==> src/rtl/sortmax_stream.sv <==
// Streaming sort/max engine: loads a burst of up to DEPTH unsigned words, then
// either selection-sorts it descending (one compare per cycle) or finds its maximum.
module sortmax_stream #(
  parameter int WIDTH = 8,
  parameter int DEPTH = 8,
  parameter int CW    = $clog2(DEPTH + 1)
) (
  input  logic             clk,
  input  logic             rst,
  input  logic             mode,
  input  logic             in_valid,
  output logic             in_ready,
  input  logic [WIDTH-1:0] in_data,
  input  logic             in_last,
  output logic             out_valid,
  input  logic             out_ready,
  output logic [WIDTH-1:0] out_data,
  output logic             out_last,
  output logic             busy,
  output logic [CW-1:0]    count
);
  localparam int IW = $clog2(DEPTH);

  typedef enum logic [2:0] {IDLE, LOAD, SCAN, SWAP, EMIT} state_t;

  state_t           state, state_next;
  logic [WIDTH-1:0] mem [DEPTH];
  logic [IW-1:0]    pass_i, cand_j, best, emit_e;
  logic [IW-1:0]    load_idx;
  logic             mode_q;

  logic             in_fire, out_fire;
  logic             load_done, scan_end, pass_end, emit_last_next, cand_gt;
  logic [CW-1:0]    count_new;

  assign in_ready  = (state == IDLE) || (state == LOAD);
  assign busy      = (state != IDLE);
  assign in_fire   = in_valid && in_ready;
  assign out_fire  = out_valid && out_ready;

  // The first accepted beat always lands at index 0 and restarts the count.
  assign count_new = (state == IDLE) ? CW'(1) : count + CW'(1);
  assign load_idx  = (state == IDLE) ? '0 : IW'(count);
  assign load_done = in_fire && (in_last || (count_new == CW'(DEPTH)));

  assign scan_end       = (CW'(cand_j) + CW'(1)) == count;
  assign pass_end       = (CW'(pass_i) + CW'(2)) == count;
  assign emit_last_next = (CW'(emit_e) + CW'(2)) == count;
  // Strict compare keeps the lower index on ties.
  assign cand_gt        = mem[cand_j] > mem[best];

  always_ff @(posedge clk) begin
    if (rst) state <= IDLE;
    else     state <= state_next;
  end

  // NOTE: next-state defaults to the current state first so no path can infer a latch.
  always_comb begin
    state_next = state;
    unique case (state)
      IDLE, LOAD: begin
        if (load_done)    state_next = (count_new == CW'(1)) ? EMIT : SCAN;
        else if (in_fire) state_next = LOAD;
      end
      SCAN:    if (scan_end) state_next = mode_q ? EMIT : SWAP;
      SWAP:    state_next = pass_end ? EMIT : SCAN;
      EMIT:    if (out_fire && out_last) state_next = IDLE;
      default: state_next = IDLE;
    endcase
  end

  // NOTE: the word array is deliberately left out of reset; every entry read is
  // written by the current burst's load before any compare or emit uses it.
  always_ff @(posedge clk) begin
    if (in_fire) begin
      mem[load_idx] <= in_data;
    end else if (state == SWAP) begin
      mem[pass_i] <= mem[best];
      mem[best]   <= mem[pass_i];
    end
  end

  always_ff @(posedge clk) begin
    if (rst) begin
      count     <= '0;
      mode_q    <= 1'b0;
      pass_i    <= '0;
      cand_j    <= '0;
      best      <= '0;
      emit_e    <= '0;
      out_valid <= 1'b0;
      out_last  <= 1'b0;
      out_data  <= '0;
    end else begin
      unique case (state)
        IDLE, LOAD: begin
          pass_i <= '0;
          cand_j <= IW'(1);
          best   <= '0;
          emit_e <= '0;
          if (in_fire) count <= count_new;
          if (in_fire && (state == IDLE)) mode_q <= mode;
        end
        SCAN: begin
          if (cand_gt)   best   <= cand_j;
          if (!scan_end) cand_j <= cand_j + IW'(1);
        end
        SWAP: begin
          pass_i <= pass_i + IW'(1);
          best   <= pass_i + IW'(1);
          cand_j <= pass_i + IW'(2);
        end
        EMIT: begin
          // First EMIT cycle registers beat 0; afterwards each handshake preloads the next.
          if (!out_valid) begin
            out_valid <= 1'b1;
            out_data  <= mode_q ? mem[best] : mem[emit_e];
            out_last  <= mode_q || (count == CW'(1));
          end else if (out_ready) begin
            if (out_last) begin
              out_valid <= 1'b0;
              out_last  <= 1'b0;
            end else begin
              emit_e   <= emit_e + IW'(1);
              out_data <= mem[emit_e + IW'(1)];
              out_last <= emit_last_next;
            end
          end
        end
        default: ;
      endcase
    end
  end

endmodule
==> config.mk <==
export PLATFORM = sky130hd
export DESIGN_NAME = sortmax_stream
export DESIGN_NICKNAME = d
export VERILOG_FILES = /design/src/rtl/sortmax_stream.sv
export SDC_FILE = /design/constraint.sdc
export NUM_CORES = 1
export LEC_CHECK = 0
export BUFFER_PORTS_ARGS = -buffer_cell sky130_fd_sc_hd__buf_2
export CORE_MARGIN = 1
export CORE_UTILIZATION = 60
export DETAILED_ROUTE_END_ITERATION = 12
export HOLD_SLACK_MARGIN = 0.02
export PLACE_DENSITY = 0.78
export SKIP_LAST_GASP = 1
export SLEW_MARGIN = 20
export SYNTH_ARGS = -nofsm -noshare
export SYNTH_HDL_FRONTEND = slang
export SYNTH_SLANG_ARGS = --single-unit
==> constraint.sdc <==
create_clock -name clk -period 4.89 [get_ports clk]
set_input_delay 0.7335 -clock clk [delete_from_list [all_inputs] [get_ports clk]]
set_output_delay 0.7335 -clock clk [all_outputs]
set_load 0.005 [all_outputs]
==> flow_summary.toml, run 1 <==
[outcome]
status = "completed"

[yosys]
synth_xor_area_frac = 0.0169
synth-async-reset-ratio = 0
synth_seq_area_share = 0.355
syn_area_mm2 = 0.00779
synth_top_area_frac = 0.247
yosys_warnings = 0
synth-seq-cells = 106
synthTopCellsByCount = "86 x mux2i_1, 64 x edfxtp_1, 64 x mux4_2"
syn-instance-count = 636
synthAdderAreaFrac = 0.0241
synthSimpleGateAreaFrac = 0.0861
syn_area_per_cell_um2 = 12.2
ys_top_cells_by_area = "edfxtp_1 25%, mux4_2 19%, mux2i_1 11%"
yosysMostFrequentCell = "mux2i_1"
synth_top_family_by_area = "multiplexers"
synth-compound-area-share = 0.119
ys.flop_type = "edfxtp_1"
synth_edf_count = 64
synth_top_area_cell = "edfxtp_1"
yosys.cell_types.count = 71
syn_nets = 665
muxShareOfSynthArea = 0.360

[worst_setup_path]
endpoint_kind = "register"
cp_num_buf_inv = 2
arrival_ns = 3.83
crit_type = "reg2reg"
crit_slowest_cell = "dfxtp_1"
r2r_setup_slack_ns = 1.36
slowest_delay_ns = 0.78
cp_max_fo = 20
path_cells = "buf_4 -> mux2_2 -> o22ai_1 -> a221oi_2 -> inv_1 -> ha_1 -> and4_1 -> a41oi_1 -> o21a_1 -> mux2i_1"
start_kind = "register"
cp_top_family = "compound AO/OA/AOI/OAI gates"
critPathRequiredTime_ns = 5.19

[floorplanning]
coreArea_mm2 = 0.0126
initial_core_util = 0.617
ios = 30
rows = 41
die_x_um = 116
dieArea_mm2 = 0.0134
die_y_um = 116

[timing]
slew_violations = 0
fin_crit_sh = 0.721
max_freq_mhz = 283
hold_violations = 0
worst_slew_pin_slew_ns = 1.23
tns_ns = 0
period_needed_ns = 3.53
holdWs_ns = 0.559
skew_ns = 0.0137
slew_headroom = 0.175
rsz0062_at_grt = "false"
setup_viol = 0

[global_route]
antenna_found_initial = 0
gr-total-overflow = 0
grt_max_degree = 28
grtUsageTotal = 0.361
grt_pass1_vias = 5613
grt_pass1_wl_mm = 34.3

[finish]
n_fill_cell = 974
drive_gt1_frac = 0.312
syn2layout_area_growth_pct = 6.75
diodes = 0
nNetsFinal = 669

[power]
powerDensity_mw_per_mm2 = 258
p_leak_nw = 2.83
clockPowerShare = 0.346
intPower_mw = 1.53
power_mw = 2.15
switching_share = 0.287
p_switching_mw = 0.616
vdd_drop_max_mv = 0.208
p_seq_frac = 0.476
p_comb_frac = 0.178

[clocking]
cts-root-buf = "clkbuf_16"
post_cts.repair.setup_buffers = 0
clkTransAtPathRegs_ns = 0.08
cts_made_buffers = 9
htreeDepth = 3
hold_buffers = 0
post_cts_resized = 0
clkLatencyLatePin_ns = 0.38
cts.sinks = 106
clk_path_buf_depth = 2
cts_tree = "yes"

[routing]
routedWlPerCell_um = 28.2
dr.pass1.iters = 5
routed_wl_mm = 23.0
drc = 0
ant_nets = 0
vias_per_cell = 7.51
via_count = 6136
drt_iter0_drc = 776

[worst_hold_path]
hold_class = "reg2reg"
hold_start = "out_data[1]"

[placement]
dpl.hpwl_mm = 15.2
port_buffers = 29
gp_congestion = 0.970

[flow_run]
max_cap_viol_count = 0
-- power by group through the flow --
stage               clock, mW  combinational, mW  sequential (mW)
finish                  0.743              0.382             1.02
global route            0.785              0.408             1.03
CTS                     0.749              0.372             1.02
detailed placement          0              0.369             1.04
global placement            0              0.359             1.04
floorplan                   0              0.307             1.01
-- final timing paths --
| kind | endpoint | cells past startpoint |
|---|---|---|
| hold / removal | out_data[1] | 2 |
| setup reg to reg | best[0] | 10 |
| setup / recovery | best[0] | 10 |
| hold reg to reg | out_data[1] | 2 |
-- worst register-to-register path, delay by kind of cell (launching register included) --
kind            cells  cell delay [ns]
fa+ha+maj           1             0.32
buf+inv             2             0.55
compound gates      4             1.19
simple gates        1             0.16
flops               1             0.78
mux                 2             0.45
-- cells in the final DEF (no fill, tap or decap), types with 3 or more instances in the layout --
master,n
inv_1,11
a31o_2,4
nor2_1,18
a22o_1,5
nand3_1,24
xnor2_1,7
nand2_1,30
a221oi_2,8
or3_1,6
a22oi_1,12
dfxtp_1,40
mux2i_2,13
buf_2,29
nand3b_1,3
nand4b_1,3
mux4_2,64
nor3b_1,3
a21o_1,4
o221a_2,4
buf_4,13
a21oi_1,27
edfxtp_1,64
xor2_1,7
nor3_1,6
mux2i_1,86
o22ai_1,9
ha_1,14
nor2_2,4
nand2b_1,5
a31oi_1,9
mux2_2,25
o21ai_0,19
clkbuf_16,10
-- layer usage --
| metal | vias up | GRT usage | part of all wire |
|---|---|---|---|
| met5 | - | 0 | 0 |
| met4 | 0 | 0.228 | 0.058 |
| met3 | 82 | 0.0764 | 0.11 |
| met2 | 452 | 0.523 | 0.45 |
| met1 | 3039 | 0.494 | 0.38 |
| li1 | 2563 | - | - |
-- stage by stage --
step           std cells  setup slack, ns  utilization  cell area, um^2
6_report             817             1.36        0.659             8310
5_1_grt              817             1.24        0.659             8310
4_1_cts              817             1.45        0.658             8300
3_5_place_dp         801             1.50        0.634             8000
3_3_place_gp         801             1.60        0.634             8000
2_1_floorplan        636             1.94            -             7790
-- layout make-up --
type	instances	area, um^2	share of cell area
multi-input combinational	468	4740	0.571
sequential	106	2770	0.333
clock buffer	11	254	0.0305
timing repair buffer	42	243	0.0292
tap	172	215	0.0259
inverter	13	48.8	0.00587
clock inverter	5	43.8	0.00527
-- cells by family (layout without fill, tap and decap cells) --
family / after synthesis / count (layout)
compound gates: 125 / 125
xor+xnor: 15 / 15
fa+ha+maj: 15 / 15
buf+inv: 62 / 71
flops: 106 / 106
mux: 190 / 190
simple gates: 123 / 123
Power figures use the tool's default switching activity.
==> run 2, diff against run 1 <==
clock period = 3.4 ns   (was 4.89 ns; I/O delays follow)
==> run 2 against run 1 <==
Net effect:
- design area increased by 0.44%
- die area unchanged
- sequential cell count unchanged
- clock-buffer cell count increased by 1
- critical path depth decreased by 1
- fmax increased by 15%
==> flow_summary.toml, run 2 (synthesis gave the netlist of run 1 again) <==
[finish]
n_fill_cell = 945
diodes = 0
final_common_cell = "mux2i_1"
syn2layout_area_growth_pct = 7.21
final_core_util = 0.662
drive_gt1_frac = 0.310
nNetsFinal = 678
most-common-layout-cells = "86 x mux2i_1, 64 x mux4_2, 64 x edfxtp_1"

[timing]
hold_violations = 0
rsz0062_at_grt = "false"
period_needed_ns = 3.07
slew_violations = 0
worst_slew_pin_slew_ns = 1.06
setup_viol = 0
tns_ns = 0
fin_crit_sh = 0.903
skew_ns = 0.0103
slew_headroom = 0.295
max_freq_mhz = 326

[routing]
vias_per_cell = 7.36
ant_nets = 0
routedWlPerCell_um = 27.4
drt_iter0_drc = 799
dr.pass1.iters = 6
routed_wl_mm = 22.6
drc = 0
via_count = 6082

[global_route]
grt_pass1_wl_mm = 34.1
grt_max_degree = 28
grt_pass1_vias = 5822
antenna_found_initial = 0
grtUsageTotal = 0.352
gr-total-overflow = 0

[outcome]
status = "completed"

[worst_setup_path]
crit_slowest_cell = "nor2b_1"
crit_top_cell = "nor2b_1"
crit_type = "reg2reg"
cp_num_buf_inv = 1
slowest_delay_ns = 0.85
path_cells = "nor2b_1 -> a221oi_2 -> inv_1 -> ha_1 -> nor2b_1 -> o31ai_1 -> a21oi_1 -> o21a_1 -> o221a_2"
cp_max_fo = 8
cp_top_family = "compound AO/OA/AOI/OAI gates"
arrival_ns = 3.33
r2r_setup_slack_ns = 0.33
start_kind = "register"
critPathRequiredTime_ns = 3.65
r2r.worst_path.cells = 9
endpoint_kind = "register"

[placement]
gp_congestion = 1.00
dpl.hpwl_mm = 15.6
port_buffers = 29

[worst_hold_path]
hold_start = "mode"
whs_endpoint = "mode_q"
hold_path_depth = 3
hold_class = "in2reg"

[clocking]
cts_made_buffers = 9
cts-root-buf = "clkbuf_16"
post_cts_resized = 0
hold_buffers = 0
clkTransAtPathRegs_ns = 0.07
htreeDepth = 3
cts.sinks = 106
clk_path_buf_depth = 2
post_cts.repair.setup_buffers = 0
clkLatencyLatePin_ns = 0.37
cts_tree = "yes"

[floorplanning]
ios = 30
coreArea_mm2 = 0.0126
die_x_um = 116
dieArea_mm2 = 0.0134
initial_core_util = 0.617
die_y_um = 116
rows = 41

[flow_run]
max_cap_viol_count = 0

[power]
p_leak_nw = 2.87
vdd_drop_max_mv = 0.251
powerDensity_mw_per_mm2 = 368
==> run 2: cell count changes in the layout (fill, tap and decap cells not counted), moves of 2 or more <==
cell	previous run	this run
buf_4	13	22
clkbuf_8	0	2
dfxtp_1	40	42
dfxtp_2	2	0
==> run 2: where the power goes <==
group	total (mW)	switching [mW]	internal, mW
sequential	1.45	0.0597	1.40
combinational	0.563	0.306	0.257
clock	1.05	0.505	0.546
==> run 2: routing by layer <==
metal | vias to the layer above | routed length, um | global-route usage
met4 | 0 | 952 | 0.186
met1 | 3028 | 8580 | 0.465
met5 | - | 0 | 0
li1 | 2581 | - | -
met2 | 400 | 10400 | 0.528
met3 | 73 | 2680 | 0.100
==> run 2: worst max path at each step <==
| stage | end | slack (ns) | cells past startpoint | start |
|---|---|---|---|---|
| 2_1_floorplan | register | 0.45 | 9 | register |
| 3_3_place_gp | register | 0.57 | 8 | register |
| 3_5_place_dp | best[1] | 0.44 | 9 | register |
| 4_1_cts | register | 0.38 | 9 | register |
| 5_1_grt | register | 0.21 | 9 | register |
| 6_report | register | 0.33 | 9 | register |
==> run 2: final cells by class <==
class                   instances  area [um^2]  share of cell area
clock buffers                  12          256              0.0307
clock inverters                 4         33.8             0.00405
multi-input cells             468         4720               0.566
inverters                      13         48.8             0.00584
well taps                     172          215              0.0258
repair buffers                 51          310              0.0372
flip-flops and latches        106         2760               0.331
==> run 2: metrics by stage <==
step	hold slack (ns)	setup WS, ns	cell area [um^2]	instances	total power, mW
6_report	0.402	0.329	8350	826	3.07
3_5_place_dp	0.545	0.443	8060	810	2.03
2_1_floorplan	0.504	0.449	7790	636	1.89
3_3_place_gp	0.528	0.567	8060	810	2.00
5_1_grt	0.405	0.206	8350	826	3.17
4_1_cts	0.398	0.381	8350	826	3.06
==> run 2: worst register-to-register path, cell delays in order (launching register included) <==
cell and delay (ns):
dfxtp_1 0.37, nor2b_1 0.85, a221oi_2 0.27, inv_1 0.12, ha_1 0.25, nor2b_1 0.15
o31ai_1 0.25, a21oi_1 0.13, o21a_1 0.27, o221a_2 0.30
